[config.mk]
export PLATFORM = sky130hd
export DESIGN_NAME = regfile_port_ctrl
export DESIGN_NICKNAME = d
export VERILOG_FILES = /design/src/rtl/regfile_port_ctrl.sv
export SDC_FILE = /design/constraint.sdc
export NUM_CORES = 1
export LEC_CHECK = 0
export ABC_AREA = 1
export CAP_MARGIN = 10
export CORE_MARGIN = 2
export CORE_UTILIZATION = 43
export DETAILED_ROUTE_END_ITERATION = 7
export HOLD_SLACK_MARGIN = 0.05
export PLACE_DENSITY = 0.95
export SETUP_SLACK_MARGIN = 0.5
export SLEW_MARGIN = 25
export SYNTH_ARGS = -nofsm -noshare
export SYNTH_HDL_FRONTEND = slang
export SYNTH_SLANG_ARGS = --single-unit
export TNS_END_PERCENT = 1
[constraint.sdc]
create_clock -name clk -period 4.5 [get_ports clk]
set_clock_uncertainty 0.2 [all_clocks]
set_input_delay 1.125 -clock clk [delete_from_list [all_inputs] [get_ports clk]]
set_output_delay 1.125 -clock clk [all_outputs]
set_load 0.02 [all_outputs]
[src/rtl/regfile_port_ctrl.sv]
// Access controller for a 16 x 16-bit register array: one-hot read/write
// decode, write-to-read bypass, optional R0 hardwiring and a sequenced clear.
module regfile_port_ctrl #(
    parameter bit READ_ZERO_R0 = 1'b1
) (
    input  logic        clk,
    input  logic        rst,
    input  logic        ReadReq,
    input  logic [3:0]  SrcReg1,
    input  logic [3:0]  SrcReg2,
    input  logic        WriteReq,
    input  logic [3:0]  DstReg,
    input  logic [15:0] DstData,
    input  logic        ClearReq,
    input  logic [15:0] Bitline1,
    input  logic [15:0] Bitline2,
    output logic [15:0] WriteReg,
    output logic [15:0] D,
    output logic [15:0] ReadEnable1,
    output logic [15:0] ReadEnable2,
    output logic [15:0] SrcData1,
    output logic [15:0] SrcData2,
    output logic        ReadValid,
    output logic        Ready
);

    typedef enum logic [0:0] {
        RUN   = 1'b0,
        CLEAR = 1'b1
    } state_t;

    state_t      state_q, state_d;
    logic [3:0]  cnt_q, cnt_d;
    logic [15:0] src1_q, src1_d;
    logic [15:0] src2_q, src2_d;
    logic        valid_q, valid_d;
    logic        wr_ok_s;
    logic        r0_src1_s;
    logic        r0_src2_s;

    function automatic logic [15:0] onehot(input logic [3:0] id);
        onehot = 16'h0001 << id;
    endfunction

    assign SrcData1  = src1_q;
    assign SrcData2  = src2_q;
    assign ReadValid = valid_q;

    // Array drive, read-data selection and clear sequencing
    always_comb begin
        state_d     = state_q;
        cnt_d       = cnt_q;
        src1_d      = src1_q;
        src2_d      = src2_q;
        valid_d     = 1'b0;
        WriteReg    = 16'h0000;
        D           = 16'h0000;
        ReadEnable1 = 16'h0000;
        ReadEnable2 = 16'h0000;
        Ready       = 1'b0;
        wr_ok_s     = WriteReq && !(READ_ZERO_R0 && (DstReg == 4'd0));
        r0_src1_s   = READ_ZERO_R0 && (SrcReg1 == 4'd0);
        r0_src2_s   = READ_ZERO_R0 && (SrcReg2 == 4'd0);
        if (rst) begin
            state_d = RUN;
        end else begin
            case (state_q)
                RUN: begin
                    Ready = 1'b1;
                    if (WriteReq) begin
                        D = DstData;
                    end else begin
                        D = 16'h0000;
                    end
                    if (wr_ok_s) begin
                        WriteReg = onehot(DstReg);
                    end else begin
                        WriteReg = 16'h0000;
                    end
                    if (ReadReq) begin
                        valid_d = 1'b1;
                        // A hardwired R0 leaves its bitline floating, so the data is forced here
                        if (r0_src1_s) begin
                            src1_d = 16'h0000;
                        end else if (wr_ok_s && (DstReg == SrcReg1)) begin
                            src1_d      = DstData;
                            ReadEnable1 = onehot(SrcReg1);
                        end else begin
                            src1_d      = Bitline1;
                            ReadEnable1 = onehot(SrcReg1);
                        end
                        if (r0_src2_s) begin
                            src2_d = 16'h0000;
                        end else if (wr_ok_s && (DstReg == SrcReg2)) begin
                            src2_d      = DstData;
                            ReadEnable2 = onehot(SrcReg2);
                        end else begin
                            src2_d      = Bitline2;
                            ReadEnable2 = onehot(SrcReg2);
                        end
                    end else begin
                        valid_d = 1'b0;
                    end
                    if (ClearReq) begin
                        state_d = CLEAR;
                        cnt_d   = READ_ZERO_R0 ? 4'd1 : 4'd0;
                    end else begin
                        state_d = RUN;
                    end
                end
                CLEAR: begin
                    WriteReg = onehot(cnt_q);
                    cnt_d    = cnt_q + 4'd1;
                    if (cnt_q == 4'd15) begin
                        state_d = RUN;
                    end else begin
                        state_d = CLEAR;
                    end
                end
                default: begin
                    state_d = RUN;
                end
            endcase
        end
    end

    // State, counter and registered read outputs
    always_ff @(posedge clk or posedge rst) begin
        if (rst) begin
            state_q <= RUN;
            cnt_q   <= 4'd0;
            src1_q  <= 16'h0000;
            src2_q  <= 16'h0000;
            valid_q <= 1'b0;
        end else begin
            state_q <= state_d;
            cnt_q   <= cnt_d;
            src1_q  <= src1_d;
            src2_q  <= src2_d;
            valid_q <= valid_d;
        end
    end

endmodule

After elaboration in Yosys (flattened, before gate mapping)
Index checks and enable logic that the tools add are counted.
W data, S select, Z words.
- add/sub/neg operators: 1
- multipliers: 0
- divide/modulo/power cells: 0
- order comparisons: 0
- eq/ne operators: 4
- shift-type cells: 4
- mux-type cells: 29
- bitwise gates (word level): 2
- reduce and logical (&&, ||, !) cells: 9
- operators with widths (operator ; count):
    $mux W16 ; 17
    $shl A1 B4 Y16 const A ; 4
    $pmux W16 S2 ; 1
    $logic_not A4 Y1 ; 3
    $eq A4 B4 Y1 ; 2
    $mux W1 ; 8
    $pmux W4 S2 ; 1
    $add A4 B1 Y4 const B ; 1
    $eq A4 B4 Y1 const B ; 1
    $mux W4 ; 1
    $logic_and A1 B1 Y1 ; 3
    $reduce_and A3 Y1 ; 1
    $ne A2 B2 Y1 const B ; 1
    $not A1 Y1 ; 2
    $pmux W1 S2 ; 1
    $reduce_and A2 Y1 ; 1
    $logic_not A1 Y1 ; 1
- flip-flop bits (word level): 38
- bits in latches: 0
- memory bits (writable): 0
- memory bits (read-only): 0
- input port bits: 65
- word-level logic and storage cells: 54
- memories: 0

Logic depth before layout (Yosys ltp)
Gate-level depths: netlist of run 1.
- depth in word-level cells: 6
- gate-level depth with buffers: 10
- gate-level depth less buffers: 8

Least setup slack after synthesis of run 1
No wires, ideal clock.
- path kind: input to output
- start: input port DstReg[2]
- end: output port WriteReg[7]
- arrival: 2.195 ns
- required time: 3.175 ns
- path slack: 0.980 ns
- stages on the path: 6
- path buffers: 2
- path through: buf_4 nor2_1 a21oi_4 buf_4 nand3_1 o21ai_1
- cells in the longest elaborated chain, start to end: 6
- elaborated cells between the ends (all ways): 7
- classes of those cells: 1 x shift; 3 x mux; 3 x reduce/logical
- ends and longest elaborated chain (item ; line ; text):
    start, declared ; 12 ; input logic [3:0] DstReg,
    $logic_not A4 Y1 ; 61 ; wr_ok_s = WriteReq && !(READ_ZERO_R0 && (DstReg == 4'd0));
    $logic_not A1 Y1 ; 61 ;
    $logic_and A1 B1 Y1 ; 61 ;
    $mux W16 * ; 75 ; if (wr_ok_s) begin
    $pmux W16 S2 * ; 67 ; case (state_q)
    $mux W16 * ; 64 ; if (rst) begin
    end, declared ; 17 ; output logic [15:0] WriteReg,
Every way passes the cells marked *; elsewhere a longest branch is shown, timed or not.

Worst setup path after layout of run 1
- start: input port rst
- end: output port WriteReg[15]
- cells in the longest elaborated chain, start to end: 1
- ends and longest elaborated chain (item ; line ; text):
    start, declared ; 7 ; input logic rst,
    $mux W16 ; 64 ;
Every way passes these cells.

==> impl_metrics.json, run 1 <==
{
  "drc_errors": 0,
  "drt-total-wl_um": 11000,
  "fillers": 559,
  "period_needed_ns": 4.29,
  "cts_made_buffers": 5,
  "endpoint_kind": "output port",
  "max_freq_mhz": 233,
  "maxSlewViolCount": 0,
  "dieWidth_um": 88.7,
  "syn_to_final_growth_pct": 57.5,
  "synth_seq_cells": 38,
  "syn_area_per_cell_um2": 6.30,
  "clkTransAtPathRegs_ns": 0.08,
  "avgRoutedWirePerCell_um": 14.8,
  "port_buffers": 160,
  "stdcell_count": 741,
  "clk_latency_ns": 0.29,
  "route.met3.wl_um": 895,
  "synthFlopType": "dfrtp_1",
  "cp_max_fo": 6,
  "hpwl_um": 8540,
  "met1_length_um": 4220,
  "drt-initial-drc-count": 229,
  "dp.cells": 733,
  "num_rows": 30,
  "max_cap_viol_count": 0,
  "cts_tree": "yes",
  "die_h_um": 88.7,
  "fin_setup_tns_ns": 0,
  "cp_top_family": "buffers and inverters",
  "synth_most_common_cell": "nand2_1",
  "synth-edff-count": 0,
  "worst_ep_arrival_time_ns": 2.97,
  "pwr-share-clk_pct": 22.7,
  "cts_buffer_depth": 2,
  "required_ns": 3.17,
  "gr-total-overflow": 0,
  "synth_cells": 489,
  "p_leak_nw": 2.40,
  "async_flop_share_pct": 100,
  "synth_top_area_share_pct": 30.8,
  "grt_pass1_wl_um": 16900,
  "route.met2.wl_um": 5380,
  "fp.coreArea_um2": 6870,
  "vias": 3929,
  "ff2ff_setup_slack_ns": 2.27,
  "grt_pass1_vias": 3614,
  "crit_slowest_cell": "clkdlybuf4s50_1",
  "finalNetCount": 715,
  "grt_max_degree": 35,
  "grt_util_all_layers_pct": 27.3,
  "power_switching_mw": 0.489,
  "crit_type": "input pin to output port",
  "io_pins": 163,
  "drive_above_1_share_pct": 6.20,
  "ir_worst_vdd_mv": 0.206,
  "synthTopCellsByArea": "dfrtp_1 (31%), nand2_1 (18%), inv_1 (9.1%), nand3_1 (8.4%), nand4_1 (6.5%)",
  "hold_class": "register to register",
  "yosysSeqAreaShare_pct": 30.8,
  "max_slew.worst_pin.slew_ns": 0.843,
  "p_int_mw": 0.806,
  "slowest_delay_ns": 0.63,
  "crit_buf_inv": 4,
  "final-setup-viol-count": 0,
  "gp_congestion": 0.938,
  "viasPerCell": 5.30,
  "p_comb_share_pct": 43.1,
  "outcome": "finished clean",
  "switching_share_pct": 37.7,
  "yosysTopAreaCell": "dfrtp_1",
  "yosys-top-cells-count": "nand2_1 (144), inv_1 (75), nand3_1 (52), nor2_1 (52), dfrtp_1 (38)",
  "start_kind": "input pin",
  "period_share_pct": 95.4,
  "antenna_cells": 0,
  "cts-root-buf": "clkbuf_8",
  "syn_area_um2": 3080,
  "initial_core_util_pct": 44.9,
  "max_slew_margin_pct": 43.7,
  "seqPwrFrac_pct": 34.1,
  "yosysUniqueCellTypes": 28,
  "cts_setup_buffers": 0,
  "postRouteAntennaNets": 0,
  "hold_viol": 0,
  "antenna_found_initial": 0,
  "ctsHtreeMaxLevel": 2,
  "die_area_um2": 7860,
  "path_cells": "clkdlybuf4s50_1 -> buf_4 -> nor2_1 -> buf_4 -> nand2_1 -> a21oi_1 -> clkdlybuf4s50_1",
  "clock-sinks": 38,
  "power_density_nw_per_um2": 267,
  "top_layer": "met4",
  "firstDrtPassIters": 5,
  "yosysWarnings": 0,
  "rsz0062_at_grt": "true"
}
==> logic make-up after synthesis <==
| kind of cell | share of synthesized area (%) |
|---|---|
| other cells | 0.122 |
| fa+ha+maj | 2.44 |
| compound gates | 7.18 |
| flops | 30.8 |
| simple gates | 45.1 |
| buf+inv | 14.3 |
==> worst register-to-register path, stage by stage (launching register included) <==
cell and delay [ns]:
dfrtp_1 0.51, nor2_4 0.18, nand2_2 0.07, buf_4 0.26, a21oi_2 0.66, nand3_1 0.20, nand2_1 0.10
==> power groups by stage <==
stage | sequential, mW | clock [mW] | combinational (mW)
detailed placement | 0.448 | 0 | 0.557
finish | 0.442 | 0.294 | 0.559
floorplan | 0.507 | 0 | 0.236
global placement | 0.444 | 0 | 0.544
global route | 0.450 | 0.315 | 0.603
CTS | 0.442 | 0.298 | 0.557
==> layout by cell type (no fill, tap or decap), types with 3 or more instances in the layout <==
cell type,instances
a21oi_1,22
buf_4,9
clkbuf_8,5
clkdlybuf4s50_1,148
dfrtp_1,38
dlygate4sd2_1,11
ha_1,6
inv_1,75
inv_2,3
nand2_1,144
nand2_2,3
nand3_1,52
nand4_1,32
nor2_1,49
nor2_2,3
nor2_4,3
nor3_1,9
o21ai_0,8
==> sequential cells by signal (all words and copies together), names as in the netlist <==
register and cells:
ReadValid 1, SrcData1 16, SrcData2 16, cnt_q 4
state_q 1
==> path summary, 6_finish.rpt <==
check	startpoint	to	depth (start not counted)
max	rst	WriteReg[15]	7
min	SrcData1[13]	SrcData1[13]	2
max reg2reg	state_q	SrcData2[5]	6
min reg2reg	SrcData1[13]	SrcData1[13]	2
max in group asynchronous	rst	SrcData2[10]	4
min in group asynchronous	rst	SrcData2[3]	3
==> final cells by class <==
cell class                 count  area, um2  area share, %
clock buffer                   5       68.8           1.42
clock inverter                 3       45.0          0.928
inverter                      80        300           6.18
multi-input combinational    350       1710           35.3
sequential                    38        951           19.6
tap                           96        120           2.47
timing repair buffer         169       1660           34.1
==> metrics by stage <==
stage / setup slack (ns) / utilization, % / hold WS [ns] / instance area [um2] / power, mW
after floorplan: 0.980 / - / 0.390 / 3090 / 0.742
after global placement: 0.0695 / 68.9 / 0.263 / 4740 / 0.989
after detailed placement: 0.00757 / 68.9 / 0.265 / 4740 / 1.00
after CTS: 0.226 / 70.7 / 0.285 / 4850 / 1.30
after global routing: 0.107 / 70.7 / 0.304 / 4860 / 1.37
final: 0.209 / 70.7 / 0.283 / 4860 / 1.29
==> metal layers <==
metal	vias to the layer above	GRT usage (%)
met1	1812	33.6
met4	0	12.5
met2	217	45.6
met3	44	5.69
li1	1856	-
met5	-	0
==> what timing repair did <==
action,CTS,global route
gates resized for setup,16,1
hold endpoints to repair,0,0
hold buffers,0,0
setup endpoints to repair,62,62
No activity file was read; power rests on OpenSTA's default activity.
==> run 2: changes to the inputs <==
--- a/config.mk
+++ b/config.mk
@@ -9,6 +9,7 @@
 export CAP_MARGIN = 10
 export CORE_MARGIN = 2
 export CORE_UTILIZATION = 43
+export CTS_CLUSTER_DIAMETER = 60
 export DETAILED_ROUTE_END_ITERATION = 7
 export HOLD_SLACK_MARGIN = 0.05
 export PLACE_DENSITY = 0.95
==> results of run 2 <==
Final layout, timing and power as in run 1 (identical DEF).
